### src/rtl/video_timing_gen.sv
// Parametrised raster timing generator: H/V counters on a pixel clock-enable,
// blanking/sync decoded from the next count, frame-latched sync shifts, line/frame strobes.
module video_timing_gen #(
    parameter int CNT_W        = 9,
    parameter int RGB_W        = 12,
    parameter int H_TOTAL      = 384,
    parameter int H_ACT_START  = 16,
    parameter int H_ACT_END    = 272,
    parameter int H_SYNC_START = 312,
    parameter int H_SYNC_END   = 344,
    parameter int V_TOTAL      = 263,
    parameter int V_ACT_START  = 16,
    parameter int V_ACT_END    = 240,
    parameter int V_SYNC_START = 244,
    parameter int V_SYNC_END   = 252,
    parameter int POS_ORG      = 16
) (
    input  logic             MCLK,
    input  logic             RESET_N,
    input  logic             PCE,
    input  logic [3:0]       H_SHIFT,
    input  logic [3:0]       V_SHIFT,
    input  logic [RGB_W-1:0] iRGB,
    output logic [CNT_W-1:0] HPOS,
    output logic [CNT_W-1:0] VPOS,
    output logic [RGB_W-1:0] oRGB,
    output logic             HBLK,
    output logic             VBLK,
    output logic             HSYN,
    output logic             VSYN,
    output logic             LINE_STB,
    output logic             FRAME_STB
);

    if (!(H_ACT_START < H_ACT_END && H_ACT_END <= H_TOTAL &&
          H_SYNC_START < H_SYNC_END && H_SYNC_START - 8 >= 0 && H_SYNC_END + 7 <= H_TOTAL &&
          V_ACT_START < V_ACT_END && V_ACT_END <= V_TOTAL &&
          V_SYNC_START < V_SYNC_END && V_SYNC_START - 8 >= 0 && V_SYNC_END + 7 <= V_TOTAL &&
          H_TOTAL <= 2**CNT_W && V_TOTAL <= 2**CNT_W &&
          POS_ORG >= 0 && POS_ORG < 2**CNT_W)) begin : g_param_check
        $error("video_timing_gen: illegal timing parameters");
    end

    localparam logic [CNT_W-1:0] H_LAST = CNT_W'(H_TOTAL - 1);
    localparam logic [CNT_W-1:0] V_LAST = CNT_W'(V_TOTAL - 1);
    localparam logic [CNT_W-1:0] H_AS   = CNT_W'(H_ACT_START);
    localparam logic [CNT_W-1:0] H_AE   = CNT_W'(H_ACT_END);
    localparam logic [CNT_W-1:0] V_AS   = CNT_W'(V_ACT_START);
    localparam logic [CNT_W-1:0] V_AE   = CNT_W'(V_ACT_END);
    localparam logic [CNT_W-1:0] ORG    = CNT_W'(POS_ORG);
    localparam logic signed [CNT_W:0] H_SS = (CNT_W+1)'(H_SYNC_START);
    localparam logic signed [CNT_W:0] H_SE = (CNT_W+1)'(H_SYNC_END);
    localparam logic signed [CNT_W:0] V_SS = (CNT_W+1)'(V_SYNC_START);
    localparam logic signed [CNT_W:0] V_SE = (CNT_W+1)'(V_SYNC_END);

    logic [CNT_W-1:0] hcnt, vcnt, h_next, v_next;
    logic [3:0]       hs, vs, hs_next, vs_next;
    logic             run, h_wrap, v_wrap;
    logic signed [CNT_W:0] h_sx, v_sx, hs_ext, vs_ext;

    // The first PCE after reset "enters" 0,0 so a frame strobe opens the first frame.
    always_comb begin
        h_wrap  = !run || (hcnt == H_LAST);
        v_wrap  = !run || (h_wrap && (vcnt == V_LAST));
        h_next  = h_wrap ? '0 : hcnt + 1'b1;
        v_next  = v_wrap ? '0 : (h_wrap ? vcnt + 1'b1 : vcnt);
        hs_next = v_wrap ? H_SHIFT : hs;
        vs_next = v_wrap ? V_SHIFT : vs;
        h_sx    = $signed({1'b0, h_next});
        v_sx    = $signed({1'b0, v_next});
        hs_ext  = {{(CNT_W-3){hs_next[3]}}, hs_next};
        vs_ext  = {{(CNT_W-3){vs_next[3]}}, vs_next};
    end

    always_ff @(posedge MCLK or negedge RESET_N) begin
        if (!RESET_N) begin
            run       <= 1'b0;
            hcnt      <= '0;
            vcnt      <= '0;
            hs        <= '0;
            vs        <= '0;
            HBLK      <= 1'b1;
            VBLK      <= 1'b1;
            HSYN      <= 1'b1;
            VSYN      <= 1'b1;
            oRGB      <= '0;
            LINE_STB  <= 1'b0;
            FRAME_STB <= 1'b0;
        end else if (PCE) begin
            run       <= 1'b1;
            hcnt      <= h_next;
            vcnt      <= v_next;
            hs        <= hs_next;
            vs        <= vs_next;
            HBLK      <= !(h_next >= H_AS && h_next < H_AE);
            VBLK      <= !(v_next >= V_AS && v_next < V_AE);
            HSYN      <= !(h_sx >= H_SS + hs_ext && h_sx < H_SE + hs_ext);
            VSYN      <= !(v_sx >= V_SS + vs_ext && v_sx < V_SE + vs_ext);
            oRGB      <= (HBLK || VBLK) ? '0 : iRGB;
            LINE_STB  <= h_wrap;
            FRAME_STB <= v_wrap;
        end else begin
            LINE_STB  <= 1'b0;
            FRAME_STB <= 1'b0;
        end
    end

    assign HPOS = hcnt - ORG;
    assign VPOS = vcnt - ORG;

endmodule

### config.mk
export PLATFORM = sky130hd
export DESIGN_NAME = video_timing_gen
export DESIGN_NICKNAME = d
export VERILOG_FILES = /design/src/rtl/video_timing_gen.sv
export SDC_FILE = /design/constraint.sdc
export NUM_CORES = 1
export LEC_CHECK = 0
export CAP_MARGIN = 10
export CORE_MARGIN = 4
export CORE_UTILIZATION = 53
export DETAILED_ROUTE_END_ITERATION = 8
export GPL_TIMING_DRIVEN = 0
export PLACE_DENSITY_LB_ADDON = 0.05
export SYNTH_ARGS = -nofsm -noshare
export SYNTH_HDL_FRONTEND = slang
export SYNTH_SLANG_ARGS = --single-unit
export TNS_END_PERCENT = 5
### constraint.sdc
create_clock -name MCLK -period 3.7 [get_ports MCLK]
set_clock_uncertainty 0.1 [all_clocks]
set_input_delay 0.37 -clock MCLK [delete_from_list [all_inputs] [get_ports MCLK]]
set_output_delay 0.37 -clock MCLK [all_outputs]
set_load 0.01 [all_outputs]
==> Word level (Yosys, flattened, before mapping) <==
Cells that the tools add are included.
{ "totals": {"register_bits": 45, "in_bits": 23, "output_inout_bits": 36, "elab_cells": 51} }
{ "op_classes": {"addsub": 8, "order_cmp": 8, "eq_ne": 2, "muxes": 8, "reduce_logical": 13} }
{ "op_table": {"columns": ["cell", "n"], "rows": [
  ["two-way mux 9 bit", 3],
  ["adder 10 x 4 -> 10 bit, first input constant", 2],
  ["adder 9 x 4 -> 10 bit, first input constant", 2],
  ["greater-or-equal comparator 10 bit", 2],
  ["< comparator 10 bit", 2],
  ["adder 9 x 1 -> 9 bit, second input constant", 2],
  ["== test 9 bit, second input constant", 2],
  ["greater-or-equal comparator 9 x 5 -> 1 bit, second input constant", 2],
  ["subtractor 9 x 5 -> 9 bit, second input constant", 2],
  ["two-way mux 12 bit", 1],
  ["< comparator 9 x 8 -> 1 bit, second input constant", 1],
  ["< comparator 9 bit, second input constant", 1],
  ["two-way mux 4 bit", 2],
  ["logical AND 1 bit", 5],
  ["zero test 1 bit", 5],
  ["logical OR 1 bit", 3],
  ["two-way mux 1 bit", 2]
]} }

==> Depth between registers and ports, before layout <==
Gate-level depths: netlist of the first run.
{ "logic_depth": {"word_depth": 9, "depth_mapped": 15, "ltp_nobuf": 14} }

==> Worst setup path after synthesis of the first run <==
Ideal clock, no wire load.
{ "synth_timing": {"path_type": "register to register", "from": "register hcnt[0]", "to": "register HSYN", "setup_ns": 0.092, "t_arrival_ns": 3.166, "required_time_ns": 3.508, "path_slack_ns": 0.342, "path_stages_with_launch": 13, "n_path_buf": 1, "synth_period_minus_slack_ns": 3.358, "path_cell_list": "dfrtp_1 > ha_1 > nand4_4 > or2_2 > o21ai_2 > buf_4 > mux2_2 > ha_1 > a21oi_1 > o21ai_0 > a21o_1 > a2111oi_0 > a21oi_1"} }
{ "synth_via": {"elab_chain_len": 9, "elab_cells_between_ends": 13, "cone_classes": "add/sub (3); order compare (2); eq/ne (1); mux (2); reduce/logical (5)"} }
{ "synth_rtl": {"columns": ["item", "line", "source"], "rows": [
  ["start: declaration", "56", "logic [CNT_W-1:0] hcnt, vcnt, h_next, v_next;"],
  ["start signal: assignment", "91", "hcnt <= h_next;"],
  ["== test 9 bit (*)", "63", "h_wrap = !run || (hcnt == H_LAST);"],
  ["logical OR 1 bit (*)", "63", null],
  ["logical AND 1 bit (*)", "64", "v_wrap = !run || (h_wrap && (vcnt == V_LAST));"],
  ["logical OR 1 bit (*)", "64", null],
  ["two-way mux 4 bit (*)", "67", "hs_next = v_wrap ? H_SHIFT : hs;"],
  ["net hs_next[3]", "57", "logic [3:0] hs, vs, hs_next, vs_next;"],
  ["adder 10 x 4 -> 10 bit", "97", "HSYN <= !(h_sx >= H_SS + hs_ext && h_sx < H_SE + hs_ext);"],
  ["greater-or-equal comparator 10 bit / < comparator 10 bit (equally long branches)", "97", null],
  ["logical AND 1 bit (*)", "97", null],
  ["zero test 1 bit (*)", "97", null],
  ["end signal: assignment", "97", null],
  ["end: declaration", "29", "output logic HSYN,"]
]} }
Mark *: on every way through the listed nets, which the timed path passes. The rest lies on a longest branch.
A chain may end at the register's enable or synchronous reset.

==> Worst setup path in the final report of the first run <==
{ "layout_timing": {"from": "register hcnt[5]", "to": "register VSYN"} }
{ "layout_via": {"elab_chain_len": 9, "elab_cells_between_ends": 13, "cone_classes": "add/sub (2); order compare (2); eq/ne (1); mux (3); reduce/logical (5)"} }
{ "layout_rtl": {"columns": ["item", "line", "source"], "rows": [
  ["== test 9 bit (*)", "63", null],
  ["logical OR 1 bit (*)", "63", null],
  ["logical AND 1 bit (*)", "64", null],
  ["logical OR 1 bit (*)", "64", null],
  ["two-way mux 4 bit (*)", "68", "vs_next = v_wrap ? V_SHIFT : vs;"],
  ["net vs_next[2]", "57", null],
  ["adder 9 x 4 -> 10 bit", "98", "VSYN <= !(v_sx >= V_SS + vs_ext && v_sx < V_SE + vs_ext);"],
  ["greater-or-equal comparator 10 bit / < comparator 10 bit (equally long branches)", "98", null],
  ["logical AND 1 bit (*)", "98", null],
  ["zero test 1 bit (*)", "98", null],
  ["end signal: assignment", "98", null],
  ["end: declaration", "30", "output logic VSYN,"]
]} }
Marks and branches as above.

==> out/summary.txt, run 1 <==
WHS -> 0.400 ns
worst vdd ir -> 0.000293 V
initial core utilization -> 55.5%
Vias -> 2,506
max-cap violations -> 0
Clock Sinks -> 45
crit share post-route -> 94.2%
# diodes -> 0
Seq/Total Area, Yosys -> 36.4%
final setup fails -> 0
routed wire length -> 6850 microns
most common cell after layout, fill and taps aside -> clkdlybuf4s50_1
Required @ worst endpoint -> 3.85 ns
Final min period -> 3.49 ns
RSZ-0062 raised after global routing -> no
Yosys reg bits -> 45
Post-Syn Instances -> 327
Avg Cell Area, Syn -> 9.51 sq um
largest net degree at the start of global routing -> 25
Hold WC Path Type -> reg2reg
DRT antenna net count -> 0
DR WL/cell -> 14.7 microns
DP Wirelength -> 5170 microns
most frequent cells in the layout -> clkdlybuf4s50_1, dfrtp_1, inv_1, nand2_1, ha_1
initial antenna violation count -> 0
number of global-route vias before repair -> 2,518
drt initial violations -> 114
worst-case setup slack after placement -> -0.242 ns
Post-synth ARST share -> 100%
# H-tree levels -> 2
DR vias/cell -> 5.37
die extent in y -> 84.6 microns
number of CTS-inserted buffers -> 5
clock transition at the registers of the reported paths -> 0.09 ns
mapped cell area -> 3110 sq um
Final GP Congestion -> 0.895
I/O pin cnt -> 59
drt pass-1 iters -> 4
die area -> 7160 sq um
PD cells -> 402 nW/um^2
Fin. Hold Viols -> 0
DRC -> 0
synthesized net count -> 379
Root Driver -> clkbuf_8
Yosys Warn Count -> 0
crit path kind -> reg2reg
CP endpoint kind -> flop
Core ar. -> 5610 sq um
status -> complete, no violations
Worst setup SP type -> flop
Max Slew Vio Count -> 0
first-pass GRT wire length -> 11,800 microns
Most used DFF post-synth -> dfrtp_1
Nets -> 446
Max Freq -> 287 MHz
Longest Clk Path Bufs -> 2
Skew-Pair Late Insertion Delay -> 0.30 ns
filler cell count in the final layout -> 448
Area Growth Syn to Fin -> 25.7%
Post-synth EDFFs -> 0
layout cell share with drive strength beyond 1 -> 18.0%
CTS tree -> yes
Port Buf Inserts -> 57
Final WS setup -> 0.214 ns
Leak -> 1.78 nW
worst-margin pin slew -> 0.641 ns
Die W -> 84.6 microns
All-Layer GR Usage -> 20.3%
Tot Pwr -> 1.57 mW
worst-path maximum fanout -> 8
gr ovfl total -> 0
synth unique cells -> 54
num rows -> 27
Slew headroom -> 57.2%
CP arrival -> 3.64 ns
final cells by class:
type | count | area [sq um] | area share (%)
clock inverter | 2 | 10.0 | 0.256
timing repair buffer | 61 | 611 | 15.6
tap | 72 | 90.1 | 2.30
sequential | 45 | 1130 | 29.0
multi-input combinational | 230 | 1760 | 44.9
inverter | 30 | 113 | 2.88
buffer | 21 | 124 | 3.17
clock buffer | 6 | 72.6 | 1.86
synthesized netlist by cell type (all sizes together) (5+ instances only):
cell type  instances  area share [%]
nand3              6            0.97
xnor2             15             4.2
nand2             30             3.6
and2               5             1.0
inv               30             3.6
mux2i              6             1.9
ha                29              12
clkbuf             9             1.1
nor2              19             2.4
o21ai             24             4.1
dfrtp             41              33
a21oi              9             1.6
xor2               5             1.4
mux2              24             8.7
buf               13             3.0
metrics by stage:
step | cell area (sq um) | std cells | utilization (%) | TNS (ns)
after global routing | 3910 | 467 | 69.7 | 0
after detailed placement | 3790 | 457 | 67.5 | -0.378
after global placement | 3770 | 456 | 67.2 | -0.346
final | 3910 | 467 | 69.7 | 0
after floorplan | 3110 | 327 | - | 0
after CTS | 3900 | 468 | 69.6 | 0
state kept, by name, indices dropped and copies added (netlist names):
register   count
oRGB          12
HBLK           1
LINE_STB       1
HSYN           1
VBLK           1
run            1
vs             4
FRAME_STB      1
VSYN           1
hcnt           9
hs             4
vcnt           9
report_power, final:
| part | switching (mW) | leakage [nW] | internal, mW |
|---|---|---|---|
| Clock | 0.177 | 0.0450 | 0.131 |
| Sequential | 0.0735 | 0.582 | 0.549 |
| Combinational | 0.293 | 1.15 | 0.350 |
| Total | 0.544 | 1.78 | 1.03 |
cells by family (layout without fill, tap and decap cells):
| kind of cell | after synthesis | after routing | synth area share (%) |
|---|---|---|---|
| buf+inv | 52 | 120 | 7.72 |
| compound gates | 61 | 61 | 12.7 |
| xor+xnor | 20 | 20 | 5.63 |
| mux | 30 | 30 | 10.6 |
| simple gates | 90 | 90 | 15.3 |
| fa+ha+maj | 29 | 29 | 11.7 |
| flops | 45 | 45 | 36.4 |
critical path, stage by stage, from the launching register on:
cell	delay [ns]
dfrtp_2	0.44
ha_2	0.24
nand4_4	0.14
or2_2	0.37
o21ai_4	0.16
buf_4	0.15
mux2_2	0.39
ha_1	0.32
a21o_1	0.18
a31oi_1	0.19
o21ai_0	0.16
a31o_2	0.26
a31oi_1	0.17
o22a_1	0.14
per-layer routing:
metal  global-route usage [%]  vias to the layer above  wire length, microns
li1                         -                     1259                     -
met1                     26.3                     1176                  3110
met2                     34.4                       60                  3320
met3                     4.02                       11                   307
met4                     5.76                        0                   107
met5                        0                        -                     0
path summary, 6_finish.rpt:
path	start	endpoint	slack [ns]	cells after the start
setup / recovery	hcnt[5]$_DFFE_PN0P_	VSYN$_DFFE_PN1P_	0.21	13
hold / removal	HSYN$_DFFE_PN1P_	HSYN$_DFFE_PN1P_	0.40	2
setup reg to reg	hcnt[5]$_DFFE_PN0P_	VSYN$_DFFE_PN1P_	0.21	13
hold reg to reg	HSYN$_DFFE_PN1P_	HSYN$_DFFE_PN1P_	0.40	2
max in group asynchronous	RESET_N	VSYN$_DFFE_PN1P_	2.42	3
min in group asynchronous	RESET_N	FRAME_STB$_DFF_PN0_	0.48	2
timing repair:
| action | in CTS | in global routing |
|---|---|---|
| gates resized for setup | 1 | 6 |
| endpoints found under the hold margin | 20 | 0 |
| buffers inserted | 2 | 0 |
| hold buffers | 1 | 0 |
| setup endpoints to repair | 2 | 2 |
| pin swaps | 1 | 0 |
Power figures use the tool's default switching activity.
==> run 2: changes to the inputs <==
--- a/config.mk
+++ b/config.mk
@@ -9,7 +9,6 @@
 export CORE_MARGIN = 4
 export CORE_UTILIZATION = 53
 export DETAILED_ROUTE_END_ITERATION = 8
-export GPL_TIMING_DRIVEN = 0
 export PLACE_DENSITY_LB_ADDON = 0.05
 export SYNTH_ARGS = -nofsm -noshare
 export SYNTH_HDL_FRONTEND = slang
==> out/summary.txt, run 2 (synthesis results as in run 1) <==
DP Wirelength -> 5030 microns (-2.7%)
Skew-Pair Late Insertion Delay -> 0.30 ns (about the same)
GR Util met3 -> 3.34% (-0.69 points)
Nets -> 428 (-4.0%)
Top Registers -> oRGB (12), hcnt (9), vcnt (9)
# diodes -> 0 (unchanged)
Hold WC Path Type -> in2async
dpl cells -> 441 (-3.5%)
worst-path maximum fanout -> 7 (-1)
worst-margin pin slew -> 1.02 ns (+0.375 ns)
DP Area -> 3690 sq um (-2.4%)
Die W -> 84.6 microns (unchanged)
max reg flops -> 12 (unchanged)
Required @ worst endpoint -> 3.85 ns (about the same)
num rows -> 27 (unchanged)
global route hottest layer -> met2
I/O pin cnt -> 59 (unchanged)
die area -> 7160 sq um (unchanged)
PD cells -> 419 nW/um^2 (+4.2%)
worst vdd ir -> 0.000341 V (+16%)
Fin. Hold Viols -> 0 (unchanged)
Vias -> 2,423 (-3.3%)
number of CTS-inserted buffers -> 5 (unchanged)
largest net degree at the start of global routing -> 46 (+84%)
DRT antenna net count -> 0 (unchanged)
first-pass GRT wire length -> 11,800 microns (about the same)
All-Layer GR Usage -> 20.1% (-0.17 points)
DR WL/cell -> 15.2 microns (+3.7%)
most frequent cells in the layout -> clkdlybuf4s50_1, dfrtp_1, inv_1, nand2_1, ha_1
Area Growth Syn to Fin -> 22.8%
Tot Pwr -> 1.60 mW (+1.8%)
FF-to-FF path depth -> 13 (unchanged)
Final min period -> 3.41 ns (-0.0798 ns)
reg-to-reg slack, setup -> 0.29 ns (+0.08 ns)
number of global-route vias before repair -> 2,387 (-5.2%)
initial antenna violation count -> 0 (unchanged)
DR vias/cell -> 5.40 (+0.56%)
Final Cell Area -> 3820 sq um (-2.3%)
die extent in y -> 84.6 microns (unchanged)
final std cells w/o fill -> 449 (-3.9%)
drt initial violations -> 124 (+8.8%)
met2 Use GR -> 32.3% (-2.1 points)
Worst setup SP type -> flop
Core ar. -> 5610 sq um (unchanged)
gr ovfl total -> 0 (unchanged)
CTS tree -> yes
routed wire length -> 6820 microns (-0.34%)
Reg with most FFs -> oRGB
# H-tree levels -> 2 (unchanged)
sequential cell area -> 1130 sq um (unchanged)
Clock Sinks -> 45 (unchanged)
worst r2r dst -> VSYN$_DFFE_PN1P_
clock transition at the registers of the reported paths -> 0.09 ns (about the same)
crit share post-route -> 92.1% (-2.2 points)
Max Freq -> 294 MHz (+2.3%)
setup repair bufs after CTS -> 0 (-2)
layout cell share with drive strength beyond 1 -> 15.6% (-2.3 points)
Final WS setup -> 0.294 ns (+0.0798 ns)
CP endpoint kind -> flop
worst-case setup slack after placement -> 0.226 ns (+0.468 ns)
Longest Clk Path Bufs -> 2 (unchanged)
DRC -> 0 (unchanged)
hold buffer count at cts -> 0 (-1)
initial core utilization -> 55.5% (unchanged)
drt pass-1 iters -> 4 (unchanged)
Slew headroom -> 32.2% (-25 points)
final setup fails -> 0 (unchanged)
Root Driver -> clkbuf_8
area of the multi-input gates -> 1750 sq um (-0.36%)
crit path kind -> reg2reg
RSZ-0062 raised after global routing -> no
Final GP Congestion -> 0.848 (-5.3%)
CP arrival -> 3.56 ns (-0.08 ns)
met1 global-route usage -> 28.3% (+2.0 points)
filler cell count in the final layout -> 472 (+5.4%)
max-cap violations -> 0 (unchanged)
R2R Path Start -> hcnt[0]$_DFFE_PN0P_
status -> complete, no violations
WHS -> 0.138 ns (-0.262 ns)
setup TNS -> 0 ns (unchanged)
Max Slew Vio Count -> 0 (unchanged)
most common cell after layout, fill and taps aside -> clkdlybuf4s50_1
final core occ -> 68.1% (-1.6 points)
Port Buf Inserts -> 58 (+1.8%)
Leak -> 1.73 nW (-2.9%)
[run 2: layout make-up]
type / instances / area share [%]
Multi-Input combinational cell: 230 / 45.9
Sequential cell: 45 / 29.7
Timing Repair Buffer: 64 / 16.2
Inverter: 30 / 2.95
Tap cell: 72 / 2.36
Clock buffer: 6 / 1.90
Clock inverter: 2 / 1.02
[run 2: report_power, final]
part,leakage (nW),switching (mW),internal [mW]
logic,1.09,0.275,0.314
registers,0.582,0.0827,0.550
clock network,0.0554,0.178,0.203
total,1.73,0.535,1.07
[run 2: worst max path at each step]
stage,startpoint,to
CTS,hcnt[4]$_DFFE_PN0P_,VSYN$_DFFE_PN1P_
global route,hcnt[0]$_DFFE_PN0P_,HSYN$_DFFE_PN1P_
floorplan,hcnt[0]$_DFFE_PN0P_,HSYN$_DFFE_PN1P_
finish,hcnt[0]$_DFFE_PN0P_,VSYN$_DFFE_PN1P_
global placement,hcnt[5]$_DFFE_PN0P_,VSYN$_DFFE_PN1P_
detailed placement,hcnt[4]$_DFFE_PN0P_,VSYN$_DFFE_PN1P_
[run 2: what timing repair did]
action                                  4_1_cts  5_1_grt
endpoints found under the hold margin         0        0
gates resized for setup                       0        5
endpoints found under the setup margin        0        2
[run 2: critical path, stage by stage (launching register included)]
cell	delay [ns]
dfrtp_1	0.45
ha_1	0.29
nand4_4	0.14
or2_2	0.37
o21ai_4	0.24
buf_4	0.21
mux2_2	0.34
ha_1	0.26
nand2b_1	0.14
a31oi_1	0.18
o21ai_0	0.11
a31o_2	0.24
a31oi_1	0.17
o22a_1	0.14
[run 2: routing by layer]
| metal | up-vias | wire [microns] |
|---|---|---|
| li1 | 1215 | - |
| met1 | 1154 | 3250 |
| met2 | 48 | 3250 |
| met3 | 6 | 249 |
| met4 | 0 | 68 |
| met5 | - | 0 |
